===== config.mk =====
export PLATFORM = sky130hd
export DESIGN_NAME = intr_gen_mc
export DESIGN_NICKNAME = d
export VERILOG_FILES = /design/src/rtl/intr_gen_mc.sv
export SDC_FILE = /design/constraint.sdc
export NUM_CORES = 1
export LEC_CHECK = 0
export ABC_AREA = 1
export BUFFER_PORTS_ARGS = -buffer_cell sky130_fd_sc_hd__clkbuf_2
export CAP_MARGIN = 10
export CORE_MARGIN = 8
export CORE_UTILIZATION = 35
export DETAILED_ROUTE_END_ITERATION = 8
export HOLD_SLACK_MARGIN = 0.05
export PLACE_DENSITY = 0.56
export SETUP_SLACK_MARGIN = 0.05
export SLEW_MARGIN = 10
export SYNTH_ARGS = -nofsm -noshare
export SYNTH_HDL_FRONTEND = slang
export SYNTH_SLANG_ARGS = --single-unit

===== constraint.sdc =====
create_clock -name clk -period 6.45 [get_ports clk]
set_input_delay 0.645 -clock clk [delete_from_list [all_inputs] [get_ports clk]]
set_output_delay 0.645 -clock clk [all_outputs]
set_load 0.01 [all_outputs]

===== src/rtl/intr_gen_mc.sv =====
// Multi-channel random interrupt generator: LFSR-timed quiet intervals, requests held
// until acknowledged, optional back-to-back re-raise.
module intr_gen_mc #(
  parameter int          NUM_IRQ   = 3,
  parameter int          MIN_WAIT  = 10,
  parameter int          CNT_W     = 20,
  parameter logic [31:0] LFSR_SEED = 32'hACE1_2468
) (
  input  logic               clk,
  input  logic               rst_n,
  input  logic [3:0]         intr_intvl,
  input  logic               intr_en,
  input  logic [NUM_IRQ-1:0] irq_mask,
  input  logic               multi_mode,
  input  logic               b2b_en,
  input  logic [NUM_IRQ-1:0] intr_ack,
  output logic [NUM_IRQ-1:0] irq_o,
  output logic               busy,
  output logic [31:0]        irq_count
);

  typedef enum logic [1:0] {
    ST_IDLE   = 2'd0,
    ST_WAIT   = 2'd1,
    ST_ASSERT = 2'd2
  } state_t;

  localparam logic [31:0] TAPS = 32'h8020_0003;
  localparam logic [31:0] SEED = (LFSR_SEED == 32'd0) ? 32'd1 : LFSR_SEED;

  state_t             state_r, state_nxt_s;
  logic [CNT_W-1:0]   cnt_r, cnt_nxt_s, cnt_load_s;
  logic [NUM_IRQ-1:0] irq_r, irq_nxt_s, pattern_s, remaining_s;
  logic [31:0]        count_r, count_nxt_s, lfsr_r, span_s, prod_s;
  logic               busy_r, mask_any_s, reload_ok_s;

  function automatic logic [31:0] lfsr_step(input logic [31:0] l);
    return {1'b0, l[31:1]} ^ (l[0] ? TAPS : 32'd0);
  endfunction

  function automatic logic [NUM_IRQ-1:0] pick_pattern(input logic [31:0] l,
                                                      input logic [NUM_IRQ-1:0] m,
                                                      input logic multi);
    logic [NUM_IRQ-1:0] one_hot, subset, lowest;
    logic               found, hit;
    int                 start;
    start   = int'(l[7:0]) % NUM_IRQ;
    one_hot = '0;
    found   = 1'b0;
    // First pass scans from the start index upward, second pass covers the wrap.
    for (int i = 0; i < NUM_IRQ; i++) begin
      hit        = !found && m[i] && (i >= start);
      one_hot[i] = hit;
      found      = found | hit;
    end
    for (int i = 0; i < NUM_IRQ; i++) begin
      hit        = !found && m[i];
      one_hot[i] = one_hot[i] | hit;
      found      = found | hit;
    end
    subset = l[NUM_IRQ-1:0] & m;
    lowest = m & (~m + NUM_IRQ'(1));
    return multi ? ((subset != '0) ? subset : lowest) : one_hot;
  endfunction

  assign mask_any_s  = |irq_mask;
  assign span_s      = (32'd1 << intr_intvl) - 32'd1;
  assign prod_s      = ((lfsr_r & span_s) + 32'd1) * 32'(MIN_WAIT);
  assign cnt_load_s  = prod_s[CNT_W-1:0];
  assign pattern_s   = pick_pattern(lfsr_r, irq_mask, multi_mode);
  assign remaining_s = irq_r & ~intr_ack;
  assign reload_ok_s = b2b_en && intr_en && !lfsr_r[31] && mask_any_s;

  // Next-state, counter, request and event-count logic
  always_comb begin
    state_nxt_s = state_r;
    cnt_nxt_s   = cnt_r;
    irq_nxt_s   = irq_r;
    count_nxt_s = count_r;
    case (state_r)
      ST_IDLE: begin
        if (intr_en && (intr_intvl != 4'd0) && mask_any_s) begin
          cnt_nxt_s   = cnt_load_s;
          state_nxt_s = ST_WAIT;
        end else begin
          cnt_nxt_s   = cnt_r;
        end
      end
      ST_WAIT: begin
        if (cnt_r <= CNT_W'(1)) begin
          cnt_nxt_s = '0;
          if (intr_en && mask_any_s) begin
            irq_nxt_s   = pattern_s;
            count_nxt_s = count_r + 32'd1;
            state_nxt_s = ST_ASSERT;
          end else begin
            state_nxt_s = ST_IDLE;
          end
        end else begin
          cnt_nxt_s = cnt_r - CNT_W'(1);
        end
      end
      ST_ASSERT: begin
        if (remaining_s != '0) begin
          irq_nxt_s = remaining_s;
        end else if (reload_ok_s) begin
          irq_nxt_s   = pattern_s;
          count_nxt_s = count_r + 32'd1;
        end else begin
          irq_nxt_s   = '0;
          state_nxt_s = ST_IDLE;
        end
      end
      default: begin
        irq_nxt_s   = '0;
        cnt_nxt_s   = '0;
        state_nxt_s = ST_IDLE;
      end
    endcase
  end

  // State registers; rst_n is an active-high asynchronous reset here
  always_ff @(posedge clk or posedge rst_n) begin
    if (rst_n) begin
      state_r <= ST_IDLE;
      cnt_r   <= '0;
      irq_r   <= '0;
      count_r <= 32'd0;
      busy_r  <= 1'b0;
      lfsr_r  <= SEED;
    end else begin
      state_r <= state_nxt_s;
      cnt_r   <= cnt_nxt_s;
      irq_r   <= irq_nxt_s;
      count_r <= count_nxt_s;
      busy_r  <= (state_nxt_s != ST_IDLE);
      lfsr_r  <= lfsr_step(lfsr_r);
    end
  end

  assign irq_o     = irq_r;
  assign busy      = busy_r;
  assign irq_count = count_r;

endmodule


Yosys cells after proc, flatten, opt, wreduce, memory -nomap -nowiden

Index checks and enable logic that the tools add are counted.

Mux-type cells: 22
Add/sub/neg operators: 5
Shifts and indexed selects: 1
Multipliers: 1
Eq/ne operators: 7
$lt $le $gt $ge: 4
Reduce and logical (&&, ||, !) cells: 30
Bitwise gates (word level): 16
Divide/modulo/power cells: 1

Operators with widths:

| cell                    | count |
|---|---|
| $mux W32                | 5 |
| $add A32 B1 Y32 const B | 2 |
| $pmux W32 S2            | 1 |
| $pmux W20 S3            | 1 |
| $mux W20                | 2 |
| $and A32 B32 Y32        | 1 |
| $ge A1 B32 Y1 const A   | 1 |
| $ge A2 B32 Y1 const A   | 1 |
| $ge A3 B32 Y1 const A   | 1 |
| $mod A9 B3 Y32 const B  | 1 |
| $mul A32 B3 Y19 const B | 1 |
| $shl A1 B4 Y32 const A  | 1 |
| $sub A32 B1 Y32 const B | 1 |
| $xor A31 B32 Y32        | 1 |
| $le A20 B1 Y1 const B   | 1 |
| $sub A20 B1 Y20 const B | 1 |
| $mux W3                 | 6 |
| $logic_and A1 B1 Y1     | 14 |
| $mux W2                 | 5 |
| $ne A2 B2 Y1 const B    | 5 |
| $and A3 B3 Y3           | 3 |
| $pmux W3 S3             | 1 |
| $or A1 B1 Y1            | 7 |
| $logic_not A1 Y1        | 6 |
| 14 further kinds        | 18 |

Input bits: 15
Output and inout port bits: 36
Flip-flop bits (word level): 90
Word-level logic and storage cells: 93

Depth between registers and ports, before layout

Word-level depth: 24
Gate-level depth with buffers: 45

Worst setup path after synthesis

OpenSTA, ideal clock, no wires.

Kind: input to register
From: input port intr_intvl[3]
To: register cnt_r[19]
Stages on the path: 43
Data arrival time: 5404 ps
Buffers on the path: 1
Library setup time: 117 ps
Path slack: 929 ps
Cell sequence: clkbuf_1 > nor2_1 > inv_1 > nor2_1 > inv_1 > ha_1 > inv_1 > nor3_1 > nor3_1 > nand3_1 > nor3_1 > xor2_1 > inv_1 > ha_1 > ha_1 > inv_1 > nor2_1 > nor2_1 > (+7 left out) > nor2_1 > o21ai_0 > nand2_1 > nand2_1 > inv_1 > o21ai_0 > nand2_1 > nand2_1 > nand2_1 > nand2_1 > nand2_1 > nand2_1 > nand2_1 > a21oi_1 > xor2_1 > o22ai_1 > nand2_1 > nand2_1

Longest elaborated chain between the ends: 7
Elaborated cells between the ends (all ways): 12

RTL lines:

| item                   | RTL line | RTL |
|---|---|---|
| start: declaration     | 11       | `input logic [3:0] intr_intvl,` |
| $shl A1 B4 Y32         | 67       | `assign span_s = (32'd1 << intr_intvl) - 32'd1;` |
| $sub A32 B1 Y32        | 67       |  |
| $and A32 B32 Y32       | 68       | `assign prod_s = ((lfsr_r & span_s) + 32'd1) * 32'(MIN_WAIT);` |
| $add A32 B1 Y32        | 68       |  |
| $mul A32 B3 Y19        | 68       |  |
| $mux W20               | 82       | `if (intr_en && (intr_intvl != 4'd0) && mask_any_s) begin` |
| $pmux W20 S3           | 80       | `case (state_r)` |
| end signal: assignment | 133      | `cnt_r <= cnt_nxt_s;` |
| end: declaration       | 32       | `logic [CNT_W-1:0] cnt_r, cnt_nxt_s, cnt_load_s;` |

Parallel ways exist; a longest one is shown, timed or not. The select of a mux whose other input is x is not followed.
A chain may end at the register's enable or synchronous reset.

Final worst setup path

From: input port intr_intvl[1]
To: register cnt_r[19]

Same word-level chain as after synthesis.

==> results.txt <==
Slowest Stage Delay on Critical Path = 0.31 ns
FFs w/ async S/R, synth = 100%
die area = 0.0230 mm²
pwr/cell area = 267 mW/mm²
reg2reg start = lfsr_r[0]$_DFF_PP0_
Slew @ Worst Pin = 0.958 ns
Seq/Total Area, Yosys = 35.2%
fin crit share = 85.7%
vias per inst = 4.64
largest family of logic cells by synthesized area = simple AND/OR/NAND/NOR gates
antenna violations before repair = 0
Worst path slowest cell = nor3_1
commonest non-fill, non-tap cell in the layout = nand2_1
Root Driver = clkbuf_16
DP HPWL = 10,800 µm
CP startpoint kind = input pin
Avg WL per Cell = 12.0 µm
Cell Count Post-Placement = 1,121
Synth Instances = 852
compound-gate portion of the synthesized area = 9.03%
reg2reg setup slack = 1.49 ns
final worst slack = 0.923 ns
yosys warns = 0
Netlist cell types = 49
Clock Pin Slew Worst Setup and Hold Paths = 0.07 ns
CTS tree = built
Peak Freq = 181 MHz
adder-cell area share of the yosys netlist = 9.05%
I/O pin cnt = 51
Mapped Area = 0.00644 mm²
most frequent CP cell = nand2_1
r2r endpoint = cnt_r[19]$_DFFE_PP0P_
Post-Syn Area per Cell = 7.56 µm²
final setup fails = 0
Die Ht = 152 µm
pin count of the biggest net entering global routing = 79
final std cells w/o fill = 1,137
First-pass DRT Iterations = 4
Max-cap violations = 0
crit end category = register
Total GRT Usage = 12.7%
post-synthesis mux area share = 0%
final antenna diode count = 0
Vias = 5,270
DRT Wirelength = 13,600 µm
ys flop type = dfrtp_1
worst slack, placed = 0.519 ns
Synth Area in Simple Gates = 28.8%
DRC = 0
critical path peak fanout = 7
Core Footprint = 0.0180 mm²
Remaining Overflow, GRT = 0
Slew Limit Fails = 0
RSZ-0062 raised after global routing = false
R2R cell count = 37
clk buf depth = 2
number of global-route vias before repair = 5,297
min-delay worst type = in2async
Starting Density = 35.7%
global-route wire length before repair = 23,900 µm
DRT antenna net count = 0
Critical Path RT = 6.68 ns
cts repair resizes = 0
Nets = 964
setup_tns = 0 ns
share of layout cells above drive strength 1 = 13.4%
CTS Sinks = 90
worst rel slew slack = 36.1%
#FFs+latches synth = 90
CTS Buf Count = 9
Critical Path End = cnt_r[19]$_DFFE_PP0P_
status = finished, final reports clean
H-tree levels = 3
hold-fix buffers at CTS = 0
clk_lat worst skew = 0.35 ns
# Post-CTS Setup Buffers = 0
Area Growth Syn to Fin = 12.2%
xor-xnor portion of the synthesized cell area = 8.57%
Setup Skew = 0.0101 ns
commonest cells after routing, fill and taps aside = nand2_1 (190), inv_1 (130), nor2_1 (84)
routability congestion estimate from global placement = 0.837
number of flops mapped to enable cells by yosys = 0
Tmin final = 5.53 ns
Critical Path Start = intr_intvl[1]
Starting DRT DRC Count = 186
FP Rows = 49
Die W = 152 µm
Setup CP Type = in2reg
final hold violations = 0
P_leak = 3.94 nW
# port buffers = 50
critical path data arrival time = 5.76 ns
maximum VDD drop = 0.000187 V
-- area by class of cell --
class,count,area (µm²)
Multi-Input combinational cell,609,3580
Clock buffer,9,225
Sequential cell,90,2270
Tap cell,229,287
Clock inverter,7,70.1
Timing Repair Buffer,52,265
Fill cell,1925,10800
Inverter,141,531
-- metal layers --
layer	vias to the layer above	global-route usage (%)	share of wire, %
li1	2838	-	-
met1	2342	16.6	52
met2	72	20.1	44
met3	18	2.29	2.4
met4	0	5.73	2.4
met5	-	0	0
-- synth_stat cells, types with 4 or more instances --
library cell / instances / share of area, %
a21oi_1: 13 / 1.0
a31oi_1: 5 / 0.49
clkbuf_1: 10 / 0.58
dfrtp_1: 77 / 30
dfstp_2: 13 / 5.3
ha_1: 45 / 8.7
inv_1: 131 / 7.6
inv_2: 7 / 0.41
nand2_1: 190 / 11
nand2_2: 7 / 0.68
nand3_1: 53 / 4.1
nand3_2: 9 / 1.4
nand4_1: 14 / 1.4
nor2_1: 84 / 4.9
nor3_1: 20 / 1.6
nor4_1: 6 / 0.58
o211ai_1: 5 / 0.58
o21ai_0: 39 / 3.0
o21bai_1: 4 / 0.47
o22ai_1: 14 / 1.4
xnor2_1: 13 / 1.8
xor2_1: 50 / 6.8
-- registers in the layout, summed over array words and instances, names as in the netlist --
| name | flops |
|---|---|
| irq_count | 32 |
| irq_o | 3 |
| cnt_r | 20 |
| busy | 1 |
| lfsr_r | 32 |
| state_r | 2 |
-- worst max-delay path, delay by kind of cell --
family | cells | cell delay (ns)
compound gates | 6 | 0.76
xor+xnor | 2 | 0.32
fa+ha+maj | 3 | 0.80
buf+inv | 8 | 0.65
simple gates | 24 | 2.57
-- where the power goes --
| part | leakage, nW | switching (mW) | internal [mW] | total [mW] |
|---|---|---|---|---|
| clock | 0.142 | 0.241 | 0.272 | 0.512 |
| sequential | 1.15 | 0.0757 | 0.649 | 0.724 |
| combinational | 2.66 | 0.464 | 0.225 | 0.690 |
| total | 3.94 | 0.781 | 1.15 | 1.93 |
-- worst min-delay path by stage --
| stage | startpoint | end |
|---|---|---|
| after floorplan | lfsr_r[15]$_DFF_PP0_ | lfsr_r[14]$_DFF_PP0_ |
| after global placement | lfsr_r[25]$_DFF_PP0_ | lfsr_r[24]$_DFF_PP0_ |
| after detailed placement | lfsr_r[25]$_DFF_PP0_ | lfsr_r[24]$_DFF_PP0_ |
| after CTS | rst_n | irq_count[12]$_DFFE_PP0P_ |
| after global routing | rst_n | irq_count[12]$_DFFE_PP0P_ |
| final | rst_n | irq_count[12]$_DFFE_PP0P_ |
-- through the flow --
step	hold slack [ns]	utilization, %	power, mW	instance area [µm²]
after detailed placement	0.335	38.4	1.43	6930
after CTS	0.169	40.1	1.96	7220
final	0.179	40.1	1.93	7220
after global routing	0.185	40.1	2.10	7220
after floorplan	0.331	-	1.23	6440
after global placement	0.333	38.4	1.43	6930
-- cells by family after synthesis --
logic type | count (synthesis)
xor+xnor | 63
flops | 90
fa+ha+maj | 46
buf+inv | 154
simple gates | 403
compound gates | 95
other cells | 1
(Power assumes the default switching activity.)
